<file path="src/rtl/gate_op_arbiter.sv">
// Round-robin arbiter in front of one shared, registered bitwise gate unit.
// The winner's operands are captured, evaluated for EXEC_CYCLES clocks, then returned with a pulse.
module gate_op_arbiter #(
  parameter int unsigned N           = 4,
  parameter int unsigned W           = 8,
  parameter int unsigned EXEC_CYCLES = 2
) (
  input  logic             clk,
  input  logic             rst,
  input  logic [N-1:0]     req,
  input  logic [2*N-1:0]   op,
  input  logic [W*N-1:0]   a_in,
  input  logic [W*N-1:0]   b_in,
  output logic [N-1:0]     gnt,
  output logic             busy,
  output logic [W-1:0]     res,
  output logic [N-1:0]     res_valid
);

  localparam int unsigned IdxW = (N > 1) ? $clog2(N) : 1;
  localparam int unsigned CntW = (EXEC_CYCLES > 1) ? $clog2(EXEC_CYCLES) : 1;
  localparam logic [CntW-1:0] CntLast = CntW'(EXEC_CYCLES - 1);
  localparam logic [IdxW-1:0] IdxLast = IdxW'(N - 1);

  typedef enum logic [0:0] {StIdle, StExec} state_e;

  state_e          state_q, state_d;
  logic [CntW-1:0] cnt_q, cnt_d;
  logic [IdxW-1:0] last_q, last_d;
  logic [1:0]      op_q, op_d;
  logic [W-1:0]    a_q, a_d;
  logic [W-1:0]    b_q, b_d;
  logic [N-1:0]    gnt_q, gnt_d;
  logic [W-1:0]    res_q, res_d;
  logic [N-1:0]    res_valid_q, res_valid_d;

  logic [1:0]      op_arr [N];
  logic [W-1:0]    a_arr  [N];
  logic [W-1:0]    b_arr  [N];

  logic            sel_found;
  logic [IdxW-1:0] sel_idx;

  for (genvar g = 0; g < N; g++) begin : g_unpack
    assign op_arr[g] = op[2*g +: 2];
    assign a_arr[g]  = a_in[W*g +: W];
    assign b_arr[g]  = b_in[W*g +: W];
  end

  function automatic logic [W-1:0] gate_eval(input logic [1:0] f, input logic [W-1:0] a,
                                             input logic [W-1:0] b);
    logic [W-1:0] r;
    unique case (f)
      2'b00:   r = a & b;
      2'b01:   r = a | b;
      2'b10:   r = a ^ b;
      default: r = ~(a & b);
    endcase
    return r;
  endfunction

  // Circular search starting just after the previous winner.
  always_comb begin
    int unsigned cand;
    sel_found = 1'b0;
    sel_idx   = '0;
    cand      = 0;
    for (int unsigned k = 1; k <= N; k++) begin
      cand = (int'(last_q) + k) % N;
      if (!sel_found && req[cand[IdxW-1:0]]) begin
        sel_found = 1'b1;
        sel_idx   = cand[IdxW-1:0];
      end
    end
  end

  always_comb begin
    state_d     = state_q;
    cnt_d       = cnt_q;
    last_d      = last_q;
    op_d        = op_q;
    a_d         = a_q;
    b_d         = b_q;
    gnt_d       = '0;
    res_d       = res_q;
    res_valid_d = '0;
    unique case (state_q)
      StIdle: begin
        if (sel_found) begin
          op_d           = op_arr[sel_idx];
          a_d            = a_arr[sel_idx];
          b_d            = b_arr[sel_idx];
          last_d         = sel_idx;
          gnt_d[sel_idx] = 1'b1;
          cnt_d          = '0;
          state_d        = StExec;
        end
      end
      StExec: begin
        if (cnt_q == CntLast) begin
          res_d               = gate_eval(op_q, a_q, b_q);
          res_valid_d[last_q] = 1'b1;
          state_d             = StIdle;
        end else begin
          cnt_d = cnt_q + 1'b1;
        end
      end
      default: state_d = StIdle;
    endcase
  end

  always_ff @(posedge clk) begin
    if (rst) begin
      state_q     <= StIdle;
      cnt_q       <= '0;
      last_q      <= IdxLast;
      op_q        <= '0;
      a_q         <= '0;
      b_q         <= '0;
      gnt_q       <= '0;
      res_q       <= '0;
      res_valid_q <= '0;
    end else begin
      state_q     <= state_d;
      cnt_q       <= cnt_d;
      last_q      <= last_d;
      op_q        <= op_d;
      a_q         <= a_d;
      b_q         <= b_d;
      gnt_q       <= gnt_d;
      res_q       <= res_d;
      res_valid_q <= res_valid_d;
    end
  end

  assign busy      = (state_q == StExec);
  assign gnt       = gnt_q;
  assign res       = res_q;
  assign res_valid = res_valid_q;

endmodule
</file>
<file path="config.mk">
export PLATFORM = sky130hd
export DESIGN_NAME = gate_op_arbiter
export DESIGN_NICKNAME = d
export VERILOG_FILES = /design/src/rtl/gate_op_arbiter.sv
export SDC_FILE = /design/constraint.sdc
export NUM_CORES = 1
export LEC_CHECK = 0
export ABC_AREA = 1
export CORE_MARGIN = 3
export CORE_UTILIZATION = 49
export CTS_CLUSTER_DIAMETER = 50
export DETAILED_ROUTE_END_ITERATION = 12
export PLACE_DENSITY = 0.87
export SLEW_MARGIN = 20
export SYNTH_ARGS = -nofsm -noshare
export SYNTH_HDL_FRONTEND = slang
export SYNTH_SLANG_ARGS = --single-unit
</file>
<file path="constraint.sdc">
create_clock -name clk -period 3.6 [get_ports clk]
set_input_delay 0.54 -clock clk [delete_from_list [all_inputs] [get_ports clk]]
set_output_delay 0.54 -clock clk [all_outputs]
set_load 0.005 [all_outputs]
</file>
==> flow_summary.ini, run 1 <==
[synthesis]
seq_area_frac_synth_pct = 29.0
synth_top_family_by_area = simple AND/OR/NAND/NOR gates
ys_seq_elements = 38
synth_simple_gate_area_share_pct = 44.6
synthCells = 434
ys_async_sr_fraction_pct = 0
syn_avg_cell_area_um2 = 6.04
yosysWarnings = 0
synth.area.mux_share_pct = 0
yosysUniqueCellTypes = 24
synth_fp_nets = 532
synth_compound_area_share_pct = 8.02
yosys_most_used_dff = dfxtp_1
synthAdderAreaFrac_pct = 9.55
syn-cell-area_um2 = 2620
synth_edf_count = 0
synth_xor_area_share_pct = 0

[clocking]
clk_path_buf_depth = 2
post_cts_resize_count = 0
ctsRootBufferMaster = clkbuf_8
path_clk_slew_ns = 0.07
cts_sinks = 38
h-tree-depth = 2
holdBufCountCts = 0
cts_tree = done
post_cts_buffers = 0
clk_latency_ns = 0.29
cts_made_buffers = 5

[pwr]
ir_drop_mv = 0.753
p_switching_mw = 1.78
power_density_nw_per_um2 = 890
pwr-share-comb_pct = 70.4
p_clk_share_pct = 8.5
pwr-share-seq_pct = 21.1
switching_share_pct = 54.7
internal_power_mw = 1.48
p_leak_nw = 1.78

[floorplanning]
die_area_um2 = 6260
fp-row-count = 25
die_w_um = 79.1
core-area_um2 = 4940
die_h_um = 79.1
initial_core_util_pct = 53.0
io_pins = 95

[drt]
drc = 0
postRouteAntennaNets = 0
first_pass_iters = 9
num_vias = 3027
avgRoutedWirePerCell_um = 12.3
drt_iter0_drc = 246
viasPerCell = 5.15
wirelength_um = 7260

[place]
gp_congestion = 0.834
port_buffers = 94
hpwl_um = 5650

[worst_setup_path]
worstPathArrival_ns = 3.05
cpLargestDelayFamily = simple AND/OR/NAND/NOR gates
cp-start-kind = flop
critical-path-max-stage-delay_ns = 0.54
crit_path_end_kind = flop
r2r_cells = 14
crit_fanout = 40
path_buf_inv = 3
critical_path.cell_chain = inv_2, ha_1, inv_1, nand3_1, nand2_1, nand4_2, nand2_1, nand2_1, nand2_2, inv_2, nand3_1, nand3_1, nor2_1, nor2_1
crit_type = flop to flop
crit_slowest_cell = nand2_2
cp.depth = 14
critPathRequiredTime_ns = 3.78
ff2ff_setup_slack_ns = 0.73

[hold_path]
hp-class = flop to flop
hold-path-cell-count = 2

[global_routing]
antenna_found_initial = 0
grt_overflow = 0
grt_pass1_vias = 2747
grt_max_degree = 41
grt_first_pass_wirelength_um = 12300
grt_usage_pct = 24.3

[layout]
drive_gt1_share_pct = 3.84
area_growth_pct = 39.8
antenna_cells = 0
num-fill-cells = 436
nets = 619

[sta]
max_slew_margin_pct = 50.8
finClkSkew_ns = 0.00624
setup_violations = 0
rsz0062_at_grt = no
hold_viol = 0
drv_slew = 0
fmax_ghz = 0.348
setup_tns_ns = 0
hold_slack_ns = 0.464
tightest_slew_ns = 0.738
fin_crit_sh_pct = 79.8
fin_crit_ns = 2.87

[flow_run]
cap_violations = 0

[outcome]
outcome = completed
-- final cells by class --
| class | instances | area, um2 | share of cell area [%] |
|---|---|---|---|
| multi-input cells | 340 | 1630 | 44.5 |
| repair buffers | 97 | 963 | 26.3 |
| flip-flops and latches | 38 | 761 | 20.8 |
| inverters | 39 | 146 | 3.99 |
| well taps | 67 | 83.8 | 2.29 |
| clock buffers | 5 | 68.8 | 1.88 |
| clock inverters | 2 | 10.0 | 0.273 |
-- worst paths after layout --
check,start,end
hold reg to reg,res[2],res[2]
setup reg to reg,last_q[0],b_q[4]
setup / recovery,last_q[0],b_q[4]
hold / removal,res[2],res[2]
-- cell usage in the layout, fill, tap and decap left out, types with 3 or more instances in the layout --
| cell type | Yosys | layout |
|---|---|---|
| a21oi_1 | 10 | 10 |
| a221oi_1 | 8 | 8 |
| buf_4 | 2 | 3 |
| clkbuf_8 | 0 | 5 |
| clkdlybuf4s50_1 | 0 | 94 |
| dfxtp_1 | 38 | 38 |
| ha_1 | 20 | 20 |
| inv_1 | 34 | 34 |
| inv_2 | 4 | 4 |
| nand2_1 | 201 | 201 |
| nand3_1 | 51 | 51 |
| nor2_1 | 24 | 23 |
| nor3_1 | 4 | 4 |
| o21ai_0 | 11 | 11 |
-- cells in the mapped netlist, types with 2 or more instances --
master / n / share of area [%]
a22oi_1: 2 / 0.57
nor3_1: 4 / 0.76
o21ai_0: 11 / 2.1
buf_4: 2 / 0.57
nand3_1: 51 / 9.7
nand2_2: 2 / 0.48
clkbuf_1: 4 / 0.57
inv_2: 4 / 0.57
a221oi_1: 8 / 2.7
a21oi_1: 10 / 1.9
ha_1: 20 / 9.5
nand2_1: 201 / 29
nor2_1: 24 / 3.4
dfxtp_1: 38 / 29
inv_1: 34 / 4.9
buf_2: 11 / 2.1
-- sequential cells by signal (all words and copies together), names as in the netlist --
register	flops
a_q	8
gnt	4
op_q	2
b_q	8
cnt_q	1
res	8
last_q	2
busy	1
res_valid	4
-- logic make-up (layout without fill, tap and decap cells) --
| group | count (synthesis) | after routing |
|---|---|---|
| flip-flops | 38 | 38 |
| adder cells (fa/ha/maj) | 20 | 20 |
| AO/OA/AOI/OAI | 34 | 34 |
| buffers and inverters | 56 | 143 |
| AND/OR/NAND/NOR | 286 | 286 |
-- metrics by stage --
step / instance area (um2) / util, % / power (mW) / cells / setup slack, ns
CTS: 3660 / 74.2 / 3.24 / 588 / 0.780
detailed placement: 3590 / 72.6 / 2.95 / 581 / 0.686
global route: 3660 / 74.2 / 3.66 / 588 / 0.396
global placement: 3580 / 72.5 / 2.87 / 581 / 0.651
finish: 3660 / 74.2 / 3.26 / 588 / 0.728
floorplan: 2620 / - / 2.45 / 434 / 1.52
-- worst reg2reg max path, cell delays in order, from the launching register on --
cell and delay (ns):
dfxtp_1 0.53, inv_2 0.16, ha_1 0.37, inv_1 0.09, nand3_1 0.07, nand2_1 0.13
nand4_2 0.17, nand2_1 0.09, nand2_1 0.07, nand2_2 0.54, inv_2 0.18, nand3_1 0.11
nand3_1 0.09, nor2_1 0.09, nor2_1 0.05
-- power groups by stage --
stage                     combinational [mW]  clock [mW]  sequential, mW
after CTS                               2.27       0.277           0.687
after global placement                  2.18           0           0.689
final                                   2.30       0.276           0.689
after global routing                    2.65       0.295           0.711
after floorplan                         1.78           0           0.667
after detailed placement                2.26           0           0.696
-- per-layer routing --
layer | up-vias | wire (um) | GRT usage (%)
li1 | 1553 | - | -
met1 | 1330 | 3250 | 31.7
met2 | 135 | 3310 | 39.6
met3 | 9 | 597 | 5.10
met4 | 0 | 97 | 8.08
met5 | - | 0 | 0
(Power assumes the default switching activity.)
==> inputs of run 2 (changes only) <==
--- a/config.mk
+++ b/config.mk
@@ -7,10 +7,10 @@
 export LEC_CHECK = 0
 export ABC_AREA = 1
 export CORE_MARGIN = 3
-export CORE_UTILIZATION = 49
+export CORE_UTILIZATION = 45
 export CTS_CLUSTER_DIAMETER = 50
 export DETAILED_ROUTE_END_ITERATION = 12
-export PLACE_DENSITY = 0.87
+export PLACE_DENSITY = 0.81
 export SLEW_MARGIN = 20
 export SYNTH_ARGS = -nofsm -noshare
 export SYNTH_HDL_FRONTEND = slang
==> constraint.sdc (replaced) <==
create_clock -name clk -period 2.7 [get_ports clk]
set_input_delay 0.405 -clock clk [delete_from_list [all_inputs] [get_ports clk]]
set_output_delay 0.405 -clock clk [all_outputs]
set_load 0.005 [all_outputs]
==> flow_summary.ini, run 2 (same netlist as run 1, synthesis figures left out) <==
[floorplanning]
initial_core_util_pct = 47.0
fp-row-count = 27
die_w_um = 82.3
io_pins = 95
die_area_um2 = 6780
core-area_um2 = 5570
die_h_um = 82.3

[layout]
antenna_cells = 0
fin_area_um2 = 3710
nets = 623
num-fill-cells = 515
area_growth_pct = 41.7
final_util_pct = 66.6
mostFrequentLayoutCell = nand2_1
final_cell_mix = nand2_1, clkdlybuf4s50_1, nand3_1, dfxtp_1, inv_1
drive_gt1_share_pct = 4.19

[worst_setup_path]
worstPathArrival_ns = 2.52
crit_path_end_kind = flop
critical-path-max-stage-delay_ns = 0.39
cp_common_cell = nand2_1
timing.rr.start = last_q[1]
critPathRequiredTime_ns = 2.88
critical_path.cell_chain = inv_1, ha_1, inv_1, nand2_1, nand2_1, inv_2, nand4_2, nand2_1, nand2_1, nand2_4, buf_12, inv_2, nand3_1, nand3_1, nor2_1, nor2_1
cpLargestDelayFamily = simple AND/OR/NAND/NOR gates
crit_fanout = 29
path_buf_inv = 5
crit_slowest_cell = dfxtp_2
crit_type = flop to flop
cp-start-kind = flop
critPathLaunch = last_q[1]

[sta]
drv_slew = 0
fin_crit_sh_pct = 86.5
fmax_ghz = 0.428
setup_violations = 0
max_slew_margin_pct = 65.1
fin_crit_ns = 2.34
hold_viol = 0
finClkSkew_ns = 0.0101
setup_tns_ns = 0
rsz0062_at_grt = no
tightest_slew_ns = 0.521

[place]
gp_congestion = 0.866
hpwl_um = 5540
port_buffers = 94
placed_area_um2 = 3630

[clocking]
cts_sinks = 38
h-tree-depth = 2
clk_latency_ns = 0.29
clk_path_buf_depth = 2
cts_tree = done
path_clk_slew_ns = 0.07
ctsRootBufferMaster = clkbuf_8
cts_made_buffers = 5

[drt]
postRouteAntennaNets = 0
first_pass_iters = 4
avgRoutedWirePerCell_um = 11.5
drc = 0
num_vias = 2947
drt_iter0_drc = 112
wirelength_um = 6890
viasPerCell = 4.94

[hold_path]
min-delay-start = cnt_q
hp-class = flop to flop

[pwr]
power_density_nw_per_um2 = 1200
p_leak_nw = 1.80
ir_drop_mv = 0.690
power_mw = 4.45

[global_routing]
grt_first_pass_wirelength_um = 11700
grt_overflow = 0
grt_pass1_vias = 2629
grt_max_degree = 31
grt_usage_pct = 22.0
antenna_found_initial = 0

[flow_run]
cap_violations = 0

[outcome]
outcome = completed
-- run 2: worst register-to-register path, cell delays in order, from the launching register on --
cell and delay [ns]:
dfxtp_2 0.39, inv_1 0.13, ha_1 0.36, inv_1 0.07, nand2_1 0.08, nand2_1 0.06
inv_2 0.09, nand4_2 0.13, nand2_1 0.10, nand2_1 0.10, nand2_4 0.16, buf_12 0.19
inv_2 0.09, nand3_1 0.07, nand3_1 0.07, nor2_1 0.10, nor2_1 0.05
-- run 2: power by group --
part | internal (mW) | switching (mW)
sequential | 0.758 | 0.154
combinational | 1.17 | 2.01
clock | 0.178 | 0.180
-- run 2: path summary, 6_finish.rpt --
check,endpoint,slack [ns],cells past startpoint
min,cnt_q,0.46,1
max,a_q[1],0.36,16
min reg2reg,cnt_q,0.46,1
max reg2reg,a_q[1],0.36,16
-- run 2: routing by layer --
metal,wire length [um],global-route usage [%],vias up
met5,0,0,-
met1,3250,30.5,1275
met4,118,6.48,0
met2,2990,33.8,105
li1,-,-,1556
met3,535,5.10,11
-- run 2: area by class of cell --
type	instances	area (um2)	area share, %
clock buffer	7	76.3	2.05
inverter	39	146	3.94
sequential	38	762	20.5
timing repair buffer	101	1010	27.1
multi-input combinational	340	1630	44.0
tap	72	90.1	2.43
-- run 2: stage by stage --
stage	hold WS, ns	setup WS [ns]	cells
after global routing	0.484	0.0301	597
after detailed placement	0.453	0.243	590
after floorplan	0.440	0.618	434
after global placement	0.448	0.312	590
after CTS	0.468	0.217	597
final	0.464	0.363	597
-- run 2: repair_timing --
action / in CTS / in global routing
hold buffers: 0 / 0
resized for setup: 0 / 2
endpoints found under the setup margin: 0 / 17
setup buffers: 0 / 0
==> inputs of run 3 (changes only) <==
--- a/config.mk
+++ b/config.mk
@@ -9,6 +9,7 @@
 export CORE_MARGIN = 3
 export CORE_UTILIZATION = 45
 export CTS_CLUSTER_DIAMETER = 50
+export CTS_CLUSTER_SIZE = 30
 export DETAILED_ROUTE_END_ITERATION = 12
 export PLACE_DENSITY = 0.81
 export SLEW_MARGIN = 20
==> results of run 3 <==
No change in the layout: final DEF, timing and power equal those of run 2.
